<file path="src/rtl/sprite_layer_generator.sv">
// Object-layer generator: once per frame, fetches N_OBJ object records from RAM into shadow registers
// and commits them in a single cycle. Every pixel, it emits the colour and rotation of the highest-priority object hit.
module sprite_layer_generator #(
    parameter int unsigned N_OBJ     = 3,
    parameter int unsigned COORD_W   = 9,
    parameter int unsigned POS_W     = 7,
    parameter int unsigned POS_SHIFT = 2,
    parameter int unsigned ADDR_W    = 6,
    parameter int unsigned BASE_ADDR = 0,
    parameter int unsigned LOAD_LINE = 480
) (
    input  logic               i_clk,
    input  logic               i_rst_n,
    input  logic [COORD_W-1:0] i_x,
    input  logic [COORD_W-1:0] i_y,
    input  logic [7:0]         i_ram_data,
    output logic               o_ram_rd,
    output logic [ADDR_W-1:0]  o_ram_adress,
    output logic [5:0]         o_layer_data,
    output logic [1:0]         o_rotate,
    output logic               o_hit,
    output logic               o_busy
);
    localparam int unsigned N_BYTES = 4 * N_OBJ;
    localparam int unsigned CNT_W   = $clog2(N_BYTES + 1);
    localparam int unsigned EXT_W   = COORD_W + 1;

    typedef enum logic [1:0] {
        S_IDLE = 2'd0,
        S_LOAD = 2'd1,
        S_WAIT = 2'd2
    } state_t;

    state_t             state, state_d;
    logic [CNT_W-1:0]   cnt, cnt_d;
    logic [COORD_W-1:0] r_x, r_y;
    logic [7:0]         shadow [N_BYTES];
    logic [7:0]         active [N_BYTES];

    logic               trigger_c;
    logic               rd_d, busy_d;
    logic [ADDR_W-1:0]  addr_d;
    logic               capture_c, commit_c;
    logic [CNT_W-1:0]   capture_idx_c;
    logic [N_OBJ-1:0]   obj_hit_c;
    logic [5:0]         color_c;
    logic [1:0]         rot_c;
    logic               hit_c;

    assign trigger_c     = (r_x == '0) && (r_y == COORD_W'(LOAD_LINE));
    assign capture_idx_c = cnt - CNT_W'(1);

    // State register, registered coordinates and registered outputs
    always_ff @(posedge i_clk) begin
        if (!i_rst_n) begin
            state        <= S_IDLE;
            cnt          <= '0;
            r_x          <= '0;
            r_y          <= '0;
            o_ram_rd     <= 1'b0;
            o_ram_adress <= '0;
            o_busy       <= 1'b0;
            o_layer_data <= '0;
            o_rotate     <= '0;
            o_hit        <= 1'b0;
        end else begin
            state        <= state_d;
            cnt          <= cnt_d;
            r_x          <= i_x;
            r_y          <= i_y;
            o_ram_rd     <= rd_d;
            o_ram_adress <= addr_d;
            o_busy       <= busy_d;
            o_layer_data <= color_c;
            o_rotate     <= rot_c;
            o_hit        <= hit_c;
        end
    end

    // Shadow capture trails each read by one cycle; the last byte bypasses shadow straight into the commit
    always_ff @(posedge i_clk) begin
        if (!i_rst_n) begin
            for (int i = 0; i < int'(N_BYTES); i++) begin
                shadow[i] <= '0;
                active[i] <= '0;
            end
        end else begin
            if (capture_c) begin
                shadow[capture_idx_c] <= i_ram_data;
            end
            if (commit_c) begin
                for (int i = 0; i < int'(N_BYTES); i++) begin
                    active[i] <= (i == int'(N_BYTES) - 1) ? i_ram_data : shadow[i];
                end
            end
        end
    end

    // Next-state and load sequencing
    always_comb begin
        state_d   = state;
        cnt_d     = cnt;
        rd_d      = 1'b0;
        addr_d    = o_ram_adress;
        capture_c = 1'b0;
        commit_c  = 1'b0;
        case (state)
            S_IDLE: begin
                if (trigger_c) begin
                    state_d = S_LOAD;
                    cnt_d   = '0;
                    rd_d    = 1'b1;
                    addr_d  = ADDR_W'(BASE_ADDR);
                end
            end
            S_LOAD: begin
                cnt_d     = cnt + CNT_W'(1);
                capture_c = (cnt != '0);
                if (cnt == CNT_W'(N_BYTES)) begin
                    commit_c = 1'b1;
                    cnt_d    = cnt;
                    state_d  = S_WAIT;
                end else if (cnt != CNT_W'(N_BYTES - 1)) begin
                    rd_d   = 1'b1;
                    addr_d = ADDR_W'(BASE_ADDR) + ADDR_W'(cnt + CNT_W'(1));
                end
            end
            S_WAIT: begin
                if (!trigger_c) begin
                    state_d = S_IDLE;
                end
            end
            default: state_d = S_IDLE;
        endcase
        busy_d = (state_d == S_LOAD);
    end

    // Per-object coverage test in COORD_W+1 bits so extents past the screen edge clip instead of wrapping
    for (genvar k = 0; k < int'(N_OBJ); k++) begin : g_obj
        logic [EXT_W-1:0] x0, y0, x1, y1, px, py;
        assign px = EXT_W'(r_x);
        assign py = EXT_W'(r_y);
        assign x0 = EXT_W'(active[4*k][POS_W-1:0]) << POS_SHIFT;
        assign y0 = EXT_W'(active[4*k+1][POS_W-1:0]) << POS_SHIFT;
        assign x1 = x0 + ((EXT_W'(active[4*k+2][7:4]) + EXT_W'(1)) << POS_SHIFT);
        assign y1 = y0 + ((EXT_W'(active[4*k+2][3:0]) + EXT_W'(1)) << POS_SHIFT);
        assign obj_hit_c[k] = (active[4*k+3][5:0] != 6'd0) &&
                              (px >= x0) && (px < x1) && (py >= y0) && (py < y1);
    end

    // Lowest index wins: scan from the highest index so lower ones overwrite
    always_comb begin
        color_c = '0;
        rot_c   = '0;
        hit_c   = 1'b0;
        for (int k = int'(N_OBJ) - 1; k >= 0; k--) begin
            if (obj_hit_c[k]) begin
                color_c = active[4*k+3][5:0];
                rot_c   = active[4*k+3][7:6];
                hit_c   = 1'b1;
            end
        end
    end
endmodule

</file>
<file path="config.mk">
export PLATFORM = sky130hd
export DESIGN_NAME = sprite_layer_generator
export DESIGN_NICKNAME = d
export VERILOG_FILES = /design/src/rtl/sprite_layer_generator.sv
export SDC_FILE = /design/constraint.sdc
export NUM_CORES = 1
export LEC_CHECK = 0
export CAP_MARGIN = 15
export CORE_MARGIN = 4
export CORE_UTILIZATION = 66
export CTS_CLUSTER_SIZE = 28
export DETAILED_ROUTE_END_ITERATION = 7
export GPL_TIMING_DRIVEN = 0
export PLACE_DENSITY_LB_ADDON = 0.12
export RECOVER_POWER = 50
export SLEW_MARGIN = 20
export SYNTH_ARGS = -nofsm -noshare
export SYNTH_HDL_FRONTEND = slang
export SYNTH_SLANG_ARGS = --single-unit
</file>
<file path="constraint.sdc">
create_clock -name i_clk -period 23.2 [get_ports i_clk]
set_input_delay 4.64 -clock i_clk [delete_from_list [all_inputs] [get_ports i_clk]]
set_output_delay 4.64 -clock i_clk [all_outputs]
set_load 0.05 [all_outputs]
</file>
==> results.sh, run 1 <==
export IMPL_grt_antenna_before_repair=1
export IMPL_final_nets=1246
export IMPL_fin_skew_ns=0.00791
export IMPL_end_kind="flop"
export IMPL_cts_made_buffers=21
export IMPL_synth_area_per_cell_um2=11.4
export IMPL_period_minus_slack_ns=7.39
export IMPL_fp_dieH_um=141
export IMPL_synth_area_leaders="edfxtp_1, ha_1, dfxtp_1"
export IMPL_crit_fanout=24
export IMPL_path_class="input pin to flop"
export IMPL_cp_top_family="buffers and inverters"
export IMPL_grt_start_max_net_pins=25
export IMPL_cp_slowest_cell="clkbuf_1"
export IMPL_power_density_mw_per_mm2=65.3
export IMPL_clkLatencyLatePin_ns=0.50
export IMPL_design_area_mm2=0.0131
export IMPL_cts_resized_gates=0
export IMPL_ir_drop_v=0.0000520
export IMPL_stdcell_count=1332
export IMPL_tritoncts="yes"
export IMPL_period_share=0.318
export IMPL_cellLeakagePower_nw=5.60
export IMPL_worstMarginPinSlew_ns=1.36
export IMPL_rows=48
export IMPL_port_buffers=42
export IMPL_layout_drive_gt1_share=0.0416
export IMPL_drtAntennaViolNets=0
export IMPL_synthArstFlopShare=0
export IMPL_grt_most_used_layer="met2"
export IMPL_hold_class="flop to flop"
export IMPL_path_buf_inv=5
export IMPL_cp_arrival_ns=7.58
export IMPL_critPathLaunch="i_rst_n"
export IMPL_grt_first_pass_wirelength_mm=40.4
export IMPL_coreArea_mm2=0.0173
export IMPL_num_vias=7932
export IMPL_routed_wirelength_mm=25.9
export IMPL_placed_area_mm2=0.0124
export IMPL_status="finished, final reports clean"
export IMPL_grt_pass1_vias=7716
export IMPL_synth_top_area_frac=0.444
export IMPL_yosysMostFrequentCell="edfxtp_1"
export IMPL_maxCapViolCount=0
export IMPL_ys_seq_area_frac=0.513
export IMPL_synth_area_mm2=0.0116
export IMPL_synth_cells=1022
export IMPL_yosys_warnings=0
export IMPL_crit_top_cell="clkbuf_1"
export IMPL_dpl_cell_count=1293
export IMPL_track_usage=0.263
export IMPL_first_pass_iters=5
export IMPL_use_met1=0.347
export IMPL_cp_required_ns=23.40
export IMPL_cts_setup_buffers=0
export IMPL_hpwl_mm=19.0
export IMPL_yosys_register_bits=212
export IMPL_fmaxAchievable_mhz=135
export IMPL_cts_sinks=212
export IMPL_finalSetupViolCount=0
export IMPL_slew_headroom=0.0919
export IMPL_start_util=0.673
export IMPL_r2r_start="active[0][80]"
export IMPL_total_power_mw=0.853
export IMPL_synth_edff_count=172
export IMPL_yosys_area_top_type="edfxtp_1"
export IMPL_cts_hold_buf=0
export IMPL_areaGrowthSynthToFinish_pct=12.2
export IMPL_rsz0062_at_grt="false"
export IMPL_syn_nets=1177
export IMPL_drt_iter0_drc=589
export IMPL_ys_top_cells_by_count="edfxtp_1, ha_1, and2_1"
export IMPL_root_buffer="clkbuf_16"
export IMPL_place_congestion=0.932
export IMPL_htreeDepth=1
export IMPL_fp_dieW_um=141
export IMPL_synth_distinct_cells=68
export IMPL_final_setup_tns_ns=0
export IMPL_globalRouteMet3Util=0.0366
export IMPL_routedWlPerCell_um=19.5
export IMPL_overflow=0
export IMPL_vias_per_cell=5.95
export IMPL_io_pins=45
export IMPL_max_stage_delay_ns=1.07
export IMPL_hold_start="o_ram_adress[0]"
export IMPL_clk_pin_slew_worst_paths_ns=0.06
export IMPL_die_area_mm2=0.0198
export IMPL_drc=0
export IMPL_drv_slew=0
export IMPL_crit_chain="clkbuf_1, clkbuf_1, o21ai_4, clkbuf_1, clkbuf_1, buf_16"
export IMPL_final_hold_viol_count=0
export IMPL_clk_path_buf_depth=3
export IMPL_use_met2=0.452
export IMPL_ys_flop_type="edfxtp_1"
export IMPL_critPathLaunchType="input pin"
kinds of logic after synthesis:
group / synth area share
compound gates: 0.0859
xor+xnor: 0.0316
fa+ha+maj: 0.140
buf+inv: 0.0395
flops: 0.513
mux: 0.000860
other cells: 0.000322
simple gates: 0.189
registers in the layout, summed over array words and instances (netlist names):
signal and count:
active 90, cnt 4, o_busy 1, o_hit 1, o_layer_data 6, o_ram_adress 5, o_ram_rd 1, o_rotate 2
r_x 9, r_y 9, shadow 82, state 2
area by class of cell:
type	count	area, um2
Antenna cell	1	2.50
Buffer	44	185
Clock buffer	29	586
Clock inverter	9	80.1
Fill cell	1137	4240
Inverter	73	274
Multi-Input combinational cell	693	5220
Sequential cell	212	5970
Tap cell	225	282
Timing Repair Buffer	46	459
report_power, final:
group | leakage, nW | switching (mW) | total (mW) | internal, mW
Combinational | 3.18 | 0.0521 | 0.0901 | 0.0379
Clock | 0.322 | 0.140 | 0.329 | 0.189
Sequential | 2.10 | 0.0104 | 0.434 | 0.424
Total | 5.60 | 0.202 | 0.853 | 0.650
per-layer routing:
metal | part of all wire | wire [um]
met2 | 0.48 | 12400
met4 | 0.034 | 886
met3 | 0.061 | 1590
met1 | 0.43 | 11100
met5 | 0.00050 | 13
path summary, 6_finish.rpt:
| kind | endpoint | slack [ns] | depth (start not counted) |
|---|---|---|---|
| min reg2reg | o_ram_adress[0] | 0.47 | 2 |
| min | o_ram_adress[0] | 0.47 | 2 |
| max reg2reg | o_layer_data[0] | 18.82 | 17 |
| max | active[0][77] | 15.81 | 6 |
worst reg2reg max path: stages (launching register included):
cell	delay, ns
edfxtp_1	0.43
ha_1	0.24
xor2_1	0.15
ha_1	0.33
nor2b_1	0.15
o21ai_0	0.15
nand2_1	0.10
a21oi_1	0.16
nor2_1	0.07
xnor2_1	0.12
ha_1	0.21
a2111oi_0	0.45
o31ai_1	0.15
o311a_1	0.17
nor4_1	0.81
and4_1	0.31
buf_6	0.13
a221o_1	0.19
placed cells by master, fill, tap and decap left out, drive strengths merged, types with 3 or more instances in the layout:
| cell | instances |
|---|---|
| a2111oi | 3 |
| a211oi | 8 |
| a21boi | 5 |
| a21o | 12 |
| a21oi | 31 |
| a221o | 8 |
| a311o | 3 |
| a31oi | 4 |
| and2 | 119 |
| and3 | 93 |
| buf | 5 |
| clkbuf | 72 |
| clkdlybuf4s50 | 42 |
| clkinv | 6 |
| dfxtp | 40 |
| edfxtp | 172 |
| fa | 6 |
| ha | 121 |
| inv | 74 |
| nand2 | 30 |
| nand2b | 22 |
| nand3 | 18 |
| nand4 | 8 |
| nor2 | 45 |
| nor2b | 19 |
| nor3 | 7 |
| nor3b | 3 |
| nor4 | 3 |
| o211ai | 4 |
| o21a | 8 |
| o21ai | 28 |
| o22ai | 3 |
| o31ai | 4 |
| or2 | 3 |
| or4 | 3 |
| xnor2 | 24 |
| xor2 | 18 |
stage by stage:
stage	hold slack [ns]	setup WS, ns	util
after global placement	0.445	12.11	0.713
after detailed placement	0.450	16.51	0.720
after floorplan	0.449	14.03	-
after global routing	0.517	15.59	0.755
final	0.467	15.81	0.755
after CTS	0.461	16.88	0.758
Note: power is estimated with default switching activity, not from simulation.
==> run 2, diff against run 1 <==
CORE_UTILIZATION = 62   (was 66)
clock period = 7.1 ns   (was 23.2 ns; I/O delays follow)
==> run 2 against run 1 <==
  * Final cell count rose by 0.45%
  * Combinational power rose to 3.3 times the previous value
  * Largest power group unchanged
  * Highest routed layer is now met4
  * Critical path type is now flop to flop
  * Setup slack got worse by 13 ns
  * Utilization fell by 3.3 points
==> results.sh, run 2 (synthesized netlist as in run 1, its figures left out) <==
export IMPL_fill_cells=1277
export IMPL_largest_reg_flops=90
export IMPL_design_area_mm2=0.0131
export IMPL_largest_register="active"
export IMPL_overflow=0
export IMPL_globalRouteMet3Util=0.0324
export IMPL_cp_required_ns=7.55
export IMPL_hold_class="flop to flop"
export IMPL_use_met1=0.330
export IMPL_routedWlPerCell_um=19.7
export IMPL_grt_antenna_before_repair=0
export IMPL_io_pins=45
export IMPL_period_share=0.617
export IMPL_die_area_mm2=0.0210
export IMPL_tritoncts="yes"
export IMPL_track_usage=0.248
export IMPL_layout_commonest_cell="edfxtp_1"
export IMPL_total_power_mw=2.87
export IMPL_fin_skew_ns=0.0246
export IMPL_first_pass_iters=5
export IMPL_end_kind="flop"
export IMPL_crit_top_cell="ha_1"
export IMPL_layout_common_cells="edfxtp_1, ha_1, and3_1"
export IMPL_cts_setup_buffers=0
export IMPL_cts_made_buffers=22
export IMPL_cts_sinks=212
export IMPL_drt_iter0_drc=627
export IMPL_r2r_cells=14
export IMPL_ir_drop_v=0.000206
export IMPL_port_buffers=42
export IMPL_drv_slew=0
export IMPL_maxCapViolCount=0
export IMPL_htreeDepth=1
export IMPL_cp_slowest_cell="nor4_1"
export IMPL_critPathLaunchType="flop"
export IMPL_use_met2=0.432
export IMPL_postLayoutCoreUtil=0.722
export IMPL_r2r_start="active[0][80]"
export IMPL_fp_dieW_um=145
export IMPL_period_minus_slack_ns=4.38
export IMPL_cts_resized_gates=0
export IMPL_worstMarginPinSlew_ns=1.44
export IMPL_cellLeakagePower_nw=5.63
export IMPL_hold_depth=2
export IMPL_grt_first_pass_wirelength_mm=40.9
export IMPL_cp_arrival_ns=4.83
export IMPL_drtAntennaViolNets=0
export IMPL_routed_wirelength_mm=26.3
export IMPL_clk_path_buf_depth=3
export IMPL_start_util=0.639
export IMPL_drc=0
export IMPL_grt_most_used_layer="met2"
export IMPL_final_setup_tns_ns=0
export IMPL_num_vias=7823
export IMPL_grt_start_max_net_pins=27
export IMPL_vias_per_cell=5.85
export IMPL_slew_headroom=0.0394
export IMPL_hpwl_mm=19.5
export IMPL_root_buffer="clkbuf_16"
export IMPL_crit_fanout=8
export IMPL_layout_drive_gt1_share=0.0460
export IMPL_top_regs="active x90, shadow x82"
export IMPL_place_congestion=0.896
export IMPL_crit_chain="ha_1, ha_1, a21oi_1, o211ai_1, a21oi_1, xnor2_1, ha_1, a2111oi_0, o31ai_1, o311a_1, nor4_1, and4_1, buf_6, a221o_1"
export IMPL_clkLatencyLatePin_ns=0.52
export IMPL_cts_hold_buf=0
export IMPL_fmaxAchievable_mhz=228
export IMPL_areaGrowthSynthToFinish_pct=13.0
export IMPL_max_stage_delay_ns=0.84
export IMPL_final_nets=1247
export IMPL_pre_cts_ws_ns=2.83
export IMPL_fp_dieH_um=145
export IMPL_hold_start="o_ram_adress[0]"
export IMPL_clk_pin_slew_worst_paths_ns=0.07
export IMPL_r2r_slack_ns=2.72
export IMPL_setup_slack_ns=2.72
export IMPL_placed_area_mm2=0.0125
export IMPL_grt_pass1_vias=7743
export IMPL_rr_endpoint="o_layer_data[0]"
export IMPL_finalSetupViolCount=0
export IMPL_final_hold_viol_count=0
export IMPL_coreArea_mm2=0.0182
export IMPL_hold_end="o_ram_adress[0]"
export IMPL_path_buf_inv=1
export IMPL_cp_top_family="compound AO/OA/AOI/OAI gates"
export IMPL_critPathLaunch="active[0][80]"
export IMPL_path_class="flop to flop"
export IMPL_rows=49
export IMPL_status="finished, final reports clean"
export IMPL_power_density_mw_per_mm2=218
export IMPL_rsz0062_at_grt="false"
==> run 2: metal layers <==
metal,up-vias,share of wire
met5,-,0
met4,0,0.030
met3,56,0.053
met2,211,0.49
met1,3745,0.43
li1,3811,-
==> run 2: per-stage QoR <==
stage / hold slack, ns / cells
after floorplan: 0.449 / 1022
after global placement: 0.448 / 1293
after detailed placement: 0.456 / 1297
after CTS: 0.468 / 1337
after global routing: 0.484 / 1337
final: 0.465 / 1338
==> run 2: how the worst max path moves through the flow <==
stage / end / slack (ns) / depth (start not counted)
3_5_place_dp: o_rotate[1] / 2.83 / 14
6_report: o_layer_data[0] / 2.72 / 14
4_1_cts: o_layer_data[0] / 2.81 / 17
5_1_grt: o_layer_data[1] / 2.46 / 17
3_3_place_gp: active[0][32] / 0.04 / 4
2_1_floorplan: active[0][0] / 1.71 / 4
==> run 2: layout make-up <==
cell class | instances | area [um2] | share of cell area
Sequential cell | 212 | 5970 | 0.454
Buffer | 44 | 184 | 0.0140
Inverter | 73 | 274 | 0.0208
Multi-Input combinational cell | 693 | 5220 | 0.397
Timing Repair Buffer | 46 | 459 | 0.0349
Antenna cell | 1 | 2.50 | 0.000190
Clock buffer | 33 | 689 | 0.0525
Tap cell | 229 | 287 | 0.0218
Clock inverter | 7 | 62.6 | 0.00476
==> run 2: power by group <==
part / internal, mW / leakage [nW] / switching [mW]
registers: 1.38 / 2.10 / 0.0341
clock network: 0.679 / 0.370 / 0.476
logic: 0.124 / 3.16 / 0.172
==> run 2: tightest hold or removal path, stage by stage (launching register included) <==
cell and delay, ns:
dfxtp_1 0.31, nand2_1 0.06, a21boi_1 0.05
